$ cat src/rtl/if_fetch_unit_pkg.sv
// ---------------------------------------------------------------------------
// if_fetch_unit_pkg
//   Shared definitions for the instruction-fetch stage: fetch FSM states,
//   PC increment, flush value for the instruction slot and a PC alignment
//   helper.
// ---------------------------------------------------------------------------
package if_fetch_unit_pkg;

  typedef enum logic [1:0] {
    IDLE,   // no request; waiting for halt to drop
    FETCH,  // request to imem may be in flight
    FULL,   // skid buffer occupied, fetching paused
    DRAIN   // redirected while a request was outstanding; discard its data
  } fetch_state_t;

  localparam logic [31:0] PC_STEP = 32'd4;
  localparam logic [31:0] NOP_INS = 32'h0000_0000;

  // Redirect targets are word addresses; the low two bits are ignored.
  function automatic logic [31:0] align_pc(input logic [31:0] a);
    return a & ~32'h3;
  endfunction

endpackage

$ cat src/rtl/if_fetch_unit_skid.sv
// ---------------------------------------------------------------------------
// if_skid_buf
//   One-entry holding buffer for a fetched {ins, pc, pcand4} triple, used
//   when a word returns from memory while the IF/ID slot is stalled.
// Ports:
//   i_clk, i_rst           clock, synchronous active-high reset
//   i_load                 capture i_ins/i_pc/i_pcand4, mark valid
//   i_pop                  entry consumed, mark empty
//   i_clear                flush (redirect), mark empty
//   o_valid                entry holds a word
//   o_ins/o_pc/o_pcand4    stored triple
// ---------------------------------------------------------------------------
module if_skid_buf
  import if_fetch_unit_pkg::*;
(
  input  logic        i_clk,
  input  logic        i_rst,
  input  logic        i_load,
  input  logic        i_pop,
  input  logic        i_clear,
  input  logic [31:0] i_ins,
  input  logic [31:0] i_pc,
  input  logic [31:0] i_pcand4,
  output logic        o_valid,
  output logic [31:0] o_ins,
  output logic [31:0] o_pc,
  output logic [31:0] o_pcand4
);

  logic        r_valid;
  logic [31:0] r_ins;
  logic [31:0] r_pc;
  logic [31:0] r_pcand4;

  always_ff @(posedge i_clk) begin
    if (i_rst || i_clear) begin
      r_valid  <= 1'b0;
      r_ins    <= NOP_INS;
      r_pc     <= '0;
      r_pcand4 <= '0;
    end else if (i_load) begin
      r_valid  <= 1'b1;
      r_ins    <= i_ins;
      r_pc     <= i_pc;
      r_pcand4 <= i_pcand4;
    end else if (i_pop) begin
      r_valid  <= 1'b0;
    end
  end

  assign o_valid  = r_valid;
  assign o_ins    = r_ins;
  assign o_pc     = r_pc;
  assign o_pcand4 = r_pcand4;

endmodule

$ cat src/rtl/if_fetch_unit.sv
// ---------------------------------------------------------------------------
// if_fetch_unit
//   Instruction-fetch stage feeding the IF/ID register. Owns the fetch PC,
//   requests words from instruction memory over a req/ack handshake and
//   presents {ins, pc, pc+4, status} to IF/ID. Honours stall, redirect and
//   halt; a one-entry skid buffer keeps a word that returns during a stall.
// Ports:
//   clk, rst                 clock, synchronous active-high reset
//   stall                    IF/ID hold
//   halt                     start no new fetch
//   redirect, redirect_pc    flush and refetch from redirect_pc (word aligned)
//   imem_req, imem_addr      fetch request / address (held until ack)
//   imem_ack, imem_rdata     1-cycle response strobe / instruction word
//   ins_out, pc_out,
//   pcand4_out, status_out   IF/ID payload and valid flag
// ---------------------------------------------------------------------------
module if_fetch_unit
  import if_fetch_unit_pkg::*;
#(
  parameter logic [31:0] RESET_PC = 32'h0000_0000
) (
  input  logic        clk,
  input  logic        rst,
  input  logic        stall,
  input  logic        halt,
  input  logic        redirect,
  input  logic [31:0] redirect_pc,
  output logic        imem_req,
  output logic [31:0] imem_addr,
  input  logic        imem_ack,
  input  logic [31:0] imem_rdata,
  output logic [31:0] ins_out,
  output logic [31:0] pcand4_out,
  output logic [31:0] pc_out,
  output logic        status_out
);

  fetch_state_t r_state;
  fetch_state_t w_state_nxt;
  logic [31:0]  r_fetch_pc;
  logic [31:0]  w_fetch_pc_nxt;
  logic [31:0]  r_req_pc;
  logic         r_busy;       // request issued earlier and still unacked

  logic [31:0]  r_ins;
  logic [31:0]  r_pc;
  logic [31:0]  r_pcand4;
  logic         r_status;

  logic [31:0]  w_redirect_pc;
  logic         w_req;
  logic         w_ack;
  logic         w_slot_free;
  logic         w_take;
  logic         w_to_out;
  logic         w_to_skid;
  logic         w_pop;
  logic         w_hold_req;

  logic         w_skid_valid;
  logic [31:0]  w_skid_ins;
  logic [31:0]  w_skid_pc;
  logic [31:0]  w_skid_pcand4;

  assign w_redirect_pc = align_pc(redirect_pc);
  assign w_slot_free   = !r_status || !stall;

  // A fresh request in FETCH is suppressed by halt; once issued it is held
  // regardless of halt until acked.
  always_comb begin
    w_req = 1'b0;
    unique case (r_state)
      FETCH:   w_req = r_busy || !halt;
      DRAIN:   w_req = 1'b1;
      default: w_req = 1'b0;
    endcase
    if (rst) begin
      w_req = 1'b0;
    end
  end

  assign w_ack      = imem_ack && w_req;
  assign w_take     = (r_state == FETCH) && w_ack && !redirect;
  assign w_to_out   = w_take && w_slot_free;
  assign w_to_skid  = w_take && !w_slot_free;
  assign w_pop      = (r_state == FULL) && w_skid_valid && !stall && !redirect;
  assign w_hold_req = (r_state == FETCH) && w_req && !w_ack && !redirect;

  always_comb begin
    w_state_nxt    = r_state;
    w_fetch_pc_nxt = r_fetch_pc;
    if (redirect) begin
      w_fetch_pc_nxt = w_redirect_pc;
    end
    unique case (r_state)
      IDLE: begin
        if (!halt) begin
          w_state_nxt = FETCH;
        end
      end
      FETCH: begin
        if (!w_req) begin
          w_state_nxt = IDLE;
        end else if (w_ack) begin
          if (!redirect) begin
            w_fetch_pc_nxt = r_fetch_pc + PC_STEP;
          end
          if (w_to_skid) begin
            w_state_nxt = FULL;
          end else begin
            w_state_nxt = halt ? IDLE : FETCH;
          end
        end else if (redirect) begin
          w_state_nxt = DRAIN;
        end
      end
      FULL: begin
        if (redirect || !stall) begin
          w_state_nxt = halt ? IDLE : FETCH;
        end
      end
      DRAIN: begin
        if (w_ack) begin
          w_state_nxt = halt ? IDLE : FETCH;
        end
      end
      default: w_state_nxt = IDLE;
    endcase
  end

  // req_pc is reloaded whenever the next FETCH cycle starts a new request,
  // so imem_addr stays put for an outstanding (or draining) request.
  always_ff @(posedge clk) begin
    if (rst) begin
      r_state    <= FETCH;
      r_fetch_pc <= RESET_PC;
      r_req_pc   <= RESET_PC;
      r_busy     <= 1'b0;
    end else begin
      r_state    <= w_state_nxt;
      r_fetch_pc <= w_fetch_pc_nxt;
      r_busy     <= w_hold_req;
      if ((w_state_nxt == FETCH) && !w_hold_req) begin
        r_req_pc <= w_fetch_pc_nxt;
      end
    end
  end

  // Redirect beats everything; a new word needs a free slot, else the skid
  // holds it until the stall releases.
  always_ff @(posedge clk) begin
    if (rst) begin
      r_ins    <= NOP_INS;
      r_pc     <= '0;
      r_pcand4 <= '0;
      r_status <= 1'b0;
    end else if (redirect) begin
      r_ins    <= NOP_INS;
      r_status <= 1'b0;
    end else if (w_to_out) begin
      r_ins    <= imem_rdata;
      r_pc     <= r_req_pc;
      r_pcand4 <= r_req_pc + PC_STEP;
      r_status <= 1'b1;
    end else if (w_pop) begin
      r_ins    <= w_skid_ins;
      r_pc     <= w_skid_pc;
      r_pcand4 <= w_skid_pcand4;
      r_status <= 1'b1;
    end else if (!stall) begin
      r_status <= 1'b0;
    end
  end

  if_skid_buf u_skid (
    .i_clk    (clk),
    .i_rst    (rst),
    .i_load   (w_to_skid),
    .i_pop    (w_pop),
    .i_clear  (redirect),
    .i_ins    (imem_rdata),
    .i_pc     (r_req_pc),
    .i_pcand4 (r_req_pc + PC_STEP),
    .o_valid  (w_skid_valid),
    .o_ins    (w_skid_ins),
    .o_pc     (w_skid_pc),
    .o_pcand4 (w_skid_pcand4)
  );

  assign imem_req   = w_req;
  assign imem_addr  = r_req_pc;
  assign ins_out    = r_ins;
  assign pc_out     = r_pc;
  assign pcand4_out = r_pcand4;
  assign status_out = r_status;

endmodule

$ cat config.mk
export PLATFORM = sky130hd
export DESIGN_NAME = if_fetch_unit
export DESIGN_NICKNAME = d
export VERILOG_FILES = /design/src/rtl/if_fetch_unit_pkg.sv /design/src/rtl/if_fetch_unit_skid.sv /design/src/rtl/if_fetch_unit.sv
export SDC_FILE = /design/constraint.sdc
export NUM_CORES = 1
export LEC_CHECK = 0
export CAP_MARGIN = 20
export CORE_ASPECT_RATIO = 0.75
export CORE_MARGIN = 3
export CORE_UTILIZATION = 30
export CTS_CLUSTER_SIZE = 40
export DETAILED_ROUTE_END_ITERATION = 8
export DONT_BUFFER_PORTS = 1
export REMOVE_ABC_BUFFERS = 1
export SLEW_MARGIN = 20
export SYNTH_ARGS = -nofsm -noshare
export SYNTH_HDL_FRONTEND = slang
export SYNTH_SLANG_ARGS = --single-unit
export TNS_END_PERCENT = 5
$ cat constraint.sdc
create_clock -name clk -period 4.1 [get_ports clk]
set_input_delay 0.205 -clock clk [delete_from_list [all_inputs] [get_ports clk]]
set_output_delay 0.205 -clock clk [all_outputs]
set_load 0.05 [all_outputs]
After elaboration in Yosys (flattened, before gate mapping)
Index checks and enable logic that the tools add are counted.
{"block": "classes", "n_bitwise": 1, "n_reduce_logical": 28, "n_eq_ne": 5, "n_mux": 27, "n_addsub": 2}
{"op": "$mux W32", "n": 11}
{"op": "$add A32 B3 Y32 const B", "n": 2}
{"op": "$mux W2", "n": 7}
{"op": "$logic_and A1 B1 Y1", "n": 12}
{"op": "$pmux W2 S4", "n": 1}
{"op": "$logic_not A1 Y1", "n": 7}
{"op": "$mux W1", "n": 7}
{"op": "$eq A2 B1 Y1 const B", "n": 2}
{"op": "$eq A2 B2 Y1 const B", "n": 2}
{"op": "$logic_or A1 B1 Y1", "n": 4}
{"op": "$reduce_bool A2 Y1", "n": 2}
{"op": "$ne A3 B1 Y1 const B", "n": 1}
{"op": "$logic_not A2 Y1", "n": 1}
{"op": "$pmux W1 S2", "n": 1}
{"op": "$reduce_and A2 Y1", "n": 1}
{"op": "$reduce_or A2 Y1", "n": 1}
{"op": "$not A1 Y1", "n": 1}
{"block": "word_totals", "input_bits": 70, "reg_bits": 261, "output_inout_bits": 130, "word_cells": 75}

Logic depth before layout (Yosys ltp)
{"block": "logic_depth", "depth_word": 14, "mapped_depth": 9, "ltp_nobuf": 7}

Modules after synthesis
Synthesis repeated with hierarchy kept, for this count alone.
{"block": "unflattened", "cells_unflattened": 1166, "area_unflattened_um2": 10988.0}
{"mod": "if_fetch_unit", "cells_per_inst": 851, "seq_area_each_um2": 3283.1, "area_per_inst_um2": 7542.2, "n_inst": 1}
{"mod": "if_skid_buf", "cells_per_inst": 315, "seq_area_each_um2": 1941.9, "area_per_inst_um2": 3445.8, "n_inst": 1}

Worst setup path after synthesis
Ideal clock, no wire load.
{"block": "synth_path", "kind": "reg-to-reg", "startpoint": "reg r_req_pc[2] (netlist: imem_addr[2])", "endpoint": "reg r_pcand4[18] (netlist: pcand4_out[18])", "setup_time_ns": 0.091, "required_time_ns": 4.009, "t_arrival_ns": 2.205, "period_less_slack_ns": 2.296, "stages_incl_launch_ff": 8, "setup_slack_ns": 1.804, "path_buffers": 0, "path_cell_list": "dfxtp_1 ha_1 nand2_1 nor4_4 nand4_1 xnor2_1 nor2_1 a311oi_1"}
{"block": "synth_between", "elab_chain_cells": 2}
{"item": "from (decl)", "line_no": "if_fetch_unit.sv:42", "rtl": "logic [31:0] r_req_pc;"}
{"item": "from (signal assigned)", "line_no": "if_fetch_unit.sv:144", "rtl": "r_req_pc <= w_fetch_pc_nxt;"}
{"item": "$add A32 B3 Y32", "line_no": "if_fetch_unit.sv:163", "rtl": "r_pcand4 <= r_req_pc + PC_STEP;"}
{"item": "$mux W32", "line_no": "if_fetch_unit.sv:160", "rtl": "end else if (w_to_out) begin"}
{"item": "to (signal assigned)", "line_no": "if_fetch_unit.sv:163"}
{"item": "to (signal assigned)", "line_no": "if_fetch_unit.sv:168", "rtl": "r_pcand4 <= w_skid_pcand4;"}
{"item": "to (decl)", "line_no": "if_fetch_unit.sv:47", "rtl": "logic [31:0] r_pcand4;"}
No other way between the ends.
A chain may end at the register's enable or synchronous reset.

Worst setup path in the final report
{"block": "layout_path", "startpoint": "reg r_state[1]", "endpoint": "reg r_pcand4[7] (netlist: pcand4_out[7])"}
{"block": "layout_between", "elab_chain_cells": 9, "word_cells_on_any_way": 15, "classes_between": "eq/ne: 3; mux: 3; reduce/logical: 9"}
{"item": "from (decl)", "line_no": "if_fetch_unit.sv:38", "rtl": "fetch_state_t r_state;"}
{"item": "from (signal assigned)", "line_no": "if_fetch_unit.sv:140", "rtl": "r_state <= w_state_nxt;"}
{"item": "$eq A2 B2 Y1 / $eq A2 B1 Y1 (equally long branches)", "line_no": "if_fetch_unit.sv:72, if_fetch_unit.sv:83"}
{"item": "$pmux W1 S2", "line_no": "if_fetch_unit.sv:72", "rtl": "unique case (r_state)"}
{"item": "$mux W1", "line_no": "if_fetch_unit.sv:77", "rtl": "if (rst) begin"}
{"item": "$logic_and A1 B1 Y1", "line_no": "if_fetch_unit.sv:82", "rtl": "assign w_ack = imem_ack && w_req;"}
{"item": "$logic_and A1 B1 Y1 (2 in series)", "line_no": "if_fetch_unit.sv:83", "rtl": "assign w_take = (r_state == FETCH) && w_ack && !redirect;"}
{"item": "$logic_and A1 B1 Y1", "line_no": "if_fetch_unit.sv:84", "rtl": "assign w_to_out = w_take && w_slot_free;"}
{"item": "$reduce_bool A2 Y1 (no source line)"}
{"item": "$reduce_and A2 Y1 (no source line)"}
Several ways; a longest one is shown, not always the timed one.

==> run metrics <==
Final TNS setup 0 ps; VDD IR max 0.268 mV; post-cts hold buffer count 66; vias in the first global route 9442; share of cells above drive strength 1 0.0754; core area 35400 µm²; post-DP HPWL roughly 22 mm; CP endpoint kind flip-flop; I/O Pins 200; clock buffer count from CTS 27; site row count 59; Initial Utilization 0.310; Worst Hold Margin between 20 and 30 ps; pin count of the biggest net entering global routing approximately 110; clock slew at reported path FFs approximately 70 ps; Relative slew margins 0.331; post-CTS sizing 0; GP Congestion just under 0.8; FF+latch count, synth between 200 and 300; Pleak 4.42 nW; fin util 0.369; RSZ-0062 raised after global routing false; Req. time, crit path 4560 ps; number of buffers added for setup after CTS 0; FMAX approximately 360 MHz; Root Buffer clkbuf_16; final wirelength about 36 mm; synthesized area per cell around 8 µm²; r2r setup slk roughly 1300 ps; post-synthesis instance total between 1000 and 1500; sequential area share after synthesis 0.470; Min-Delay Path Class in2reg; cell taking the most area after synthesis dfxtp_1; Area Overhead vs Synth 19.2%; status completed; via/cell ratio approximately 5.3; Final Max Slew Viols 0; DRC viols 0; pwr dens 451 nW/µm²; CTS tree built; CP Max Fanout roughly 110; Final Skew between 15 and 20 ps; Total GRT Usage 0.179; commonest non-fill, non-tap cell in the layout nand2_1; DIE AREA around 39000 µm²; Nets between 1000 and 1500; Worst EP arrival roughly 3200 ps; Via Count between 9000 and 10000; area of the mapped netlist about 11000 µm²; ranking of synthesized cells by area dfxtp_1 47%, nand2_1 12%, a311oi_1 6.2%, nor2_1 5.2%, a21oi_1 3.9%; most frequent cells in the layout 350 x nand2_1, 257 x dfxtp_1, 153 x nor2_1; Yosys Warn Count 0; unique cell type count in the Yosys netlist 57; worst skew pair latency roughly 550 ps; iteration count of the initial detailed-routing pass 5; WL/cell around 19 µm; CTS sink cnt about 260; Final setup viols 0; DRT iter0 DRCs approximately 790; Antenna Violating Nets Remaining 0; Async S/R FF share, synth 0; Crit Path Category reg2reg; Design Power approximately 6 mW; Post-synth top flop dfxtp_1; clock buffer depth 3; Die W 227 µm; first-pass GRT wire length between 50 and 60 mm; Final period util 0.675; crit start category flip-flop; max_cap viols 0; Port Buf Inserts 0; Post-synth EDFFs 0; Final Hold Violating Endpoints 0; Overflow after GRT 0; Yosys top cell area share 0.470; Tmin final roughly 2800 ps; initial antenna violation count 3; CTS H-Tree Depth 1; worst-margin pin slew about 1000 ps; Die Ht 172 µm
==> report_power, final <==
part / total (mW) / internal, mW / switching (mW)
Clock: 2.69 / 1.61 / 1.08
Combinational: 0.463 / 0.165 / 0.297
Sequential: 2.74 / 2.56 / 0.177
Total: 5.89 / 4.34 / 1.55
==> worst max-delay path, cell delays in order, from the launching register on <==
cell and delay, ps:
dfxtp_1 390, nand2b_1 270, nor3_4 630, nand3_4 490, buf_12 380, and3_1 230, a211oi_1 200
==> sequential cells by signal, indices dropped and copies added (netlist names) <==
signal and cells:
imem_addr 32, ins_out 32, pc_out 32, pcand4_out 30, r_busy 1, r_fetch_pc 32
r_state 2, status_out 1, u_skid.o_ins 32, u_skid.o_pc 32, u_skid.o_pcand4 30, u_skid.o_valid 1
==> synth_stat cells (3+ instances only) <==
cell type	instances
o211ai_1	4
xor2_1	9
inv_1	11
mux2i_1	13
o31ai_1	6
nand4_1	26
a22oi_1	7
mux2_2	3
buf_1	3
nand3_1	44
dfxtp_1	257
o22ai_1	3
clkbuf_1	81
buf_4	5
nand2_1	351
nor4_1	3
o21ai_0	27
o41ai_1	9
nor2b_1	10
nor3_1	28
and3_1	17
a211oi_1	15
buf_2	24
a21oi_1	86
nand4b_1	4
o21a_1	6
nand2b_1	5
nor2_1	153
and4_1	3
xnor2_1	37
a311oi_1	78
and2_1	6
o22a_1	8
==> metal layers <==
metal | part of all wire | vias to the layer above | wire length (µm) | global-route usage
met5 | 0.00028 | - | 10 | 0
met4 | 0.019 | 2 | 680 | 0.0329
met3 | 0.095 | 53 | 3370 | 0.0636
met2 | 0.43 | 282 | 15300 | 0.278
met1 | 0.46 | 4769 | 16200 | 0.241
li1 | - | 4779 | - | -
==> worst paths after layout <==
path	start	to	depth (start not counted)
setup / recovery	r_state[1]$_SDFF_PP0_	pcand4_out[7]$_SDFFE_PP0P_	6
setup reg to reg	r_state[1]$_SDFF_PP0_	pcand4_out[7]$_SDFFE_PP0P_	6
hold reg to reg	u_skid.o_ins[28]$_SDFFE_PP0P_	u_skid.o_ins[28]$_SDFFE_PP0P_	2
hold / removal	redirect	r_fetch_pc[30]$_SDFF_PP0_	3
==> layout make-up <==
type,instances,area (µm²)
clock inverters,18,246
inverters,11,41.3
flip-flops and latches,257,5140
diodes,4,10.0
multi-input cells,989,5350
fillers,3595,22300
well taps,457,572
clock buffers,32,734
repair buffers,98,961
==> cell families after synthesis <==
group	synth area share
AO/OA/AOI/OAI	0.165
XOR/XNOR	0.0368
adder cells (fa/ha/maj)	0.00228
buffers and inverters	0.0469
flip-flops	0.470
multiplexers	0.0150
AND/OR/NAND/NOR	0.264
==> metrics by stage <==
| step | area, µm² | std cells | setup WS, ps |
|---|---|---|---|
| after detailed placement | 11300 | 1745 | 1400 |
| after global placement | 11300 | 1745 | 1440 |
| after global routing | 13100 | 1864 | 1090 |
| after CTS | 13000 | 1861 | 1390 |
| after floorplan | 10500 | 1257 | -2220 |
| final | 13100 | 1866 | 1330 |
No activity file was read; power rests on OpenSTA's default activity.
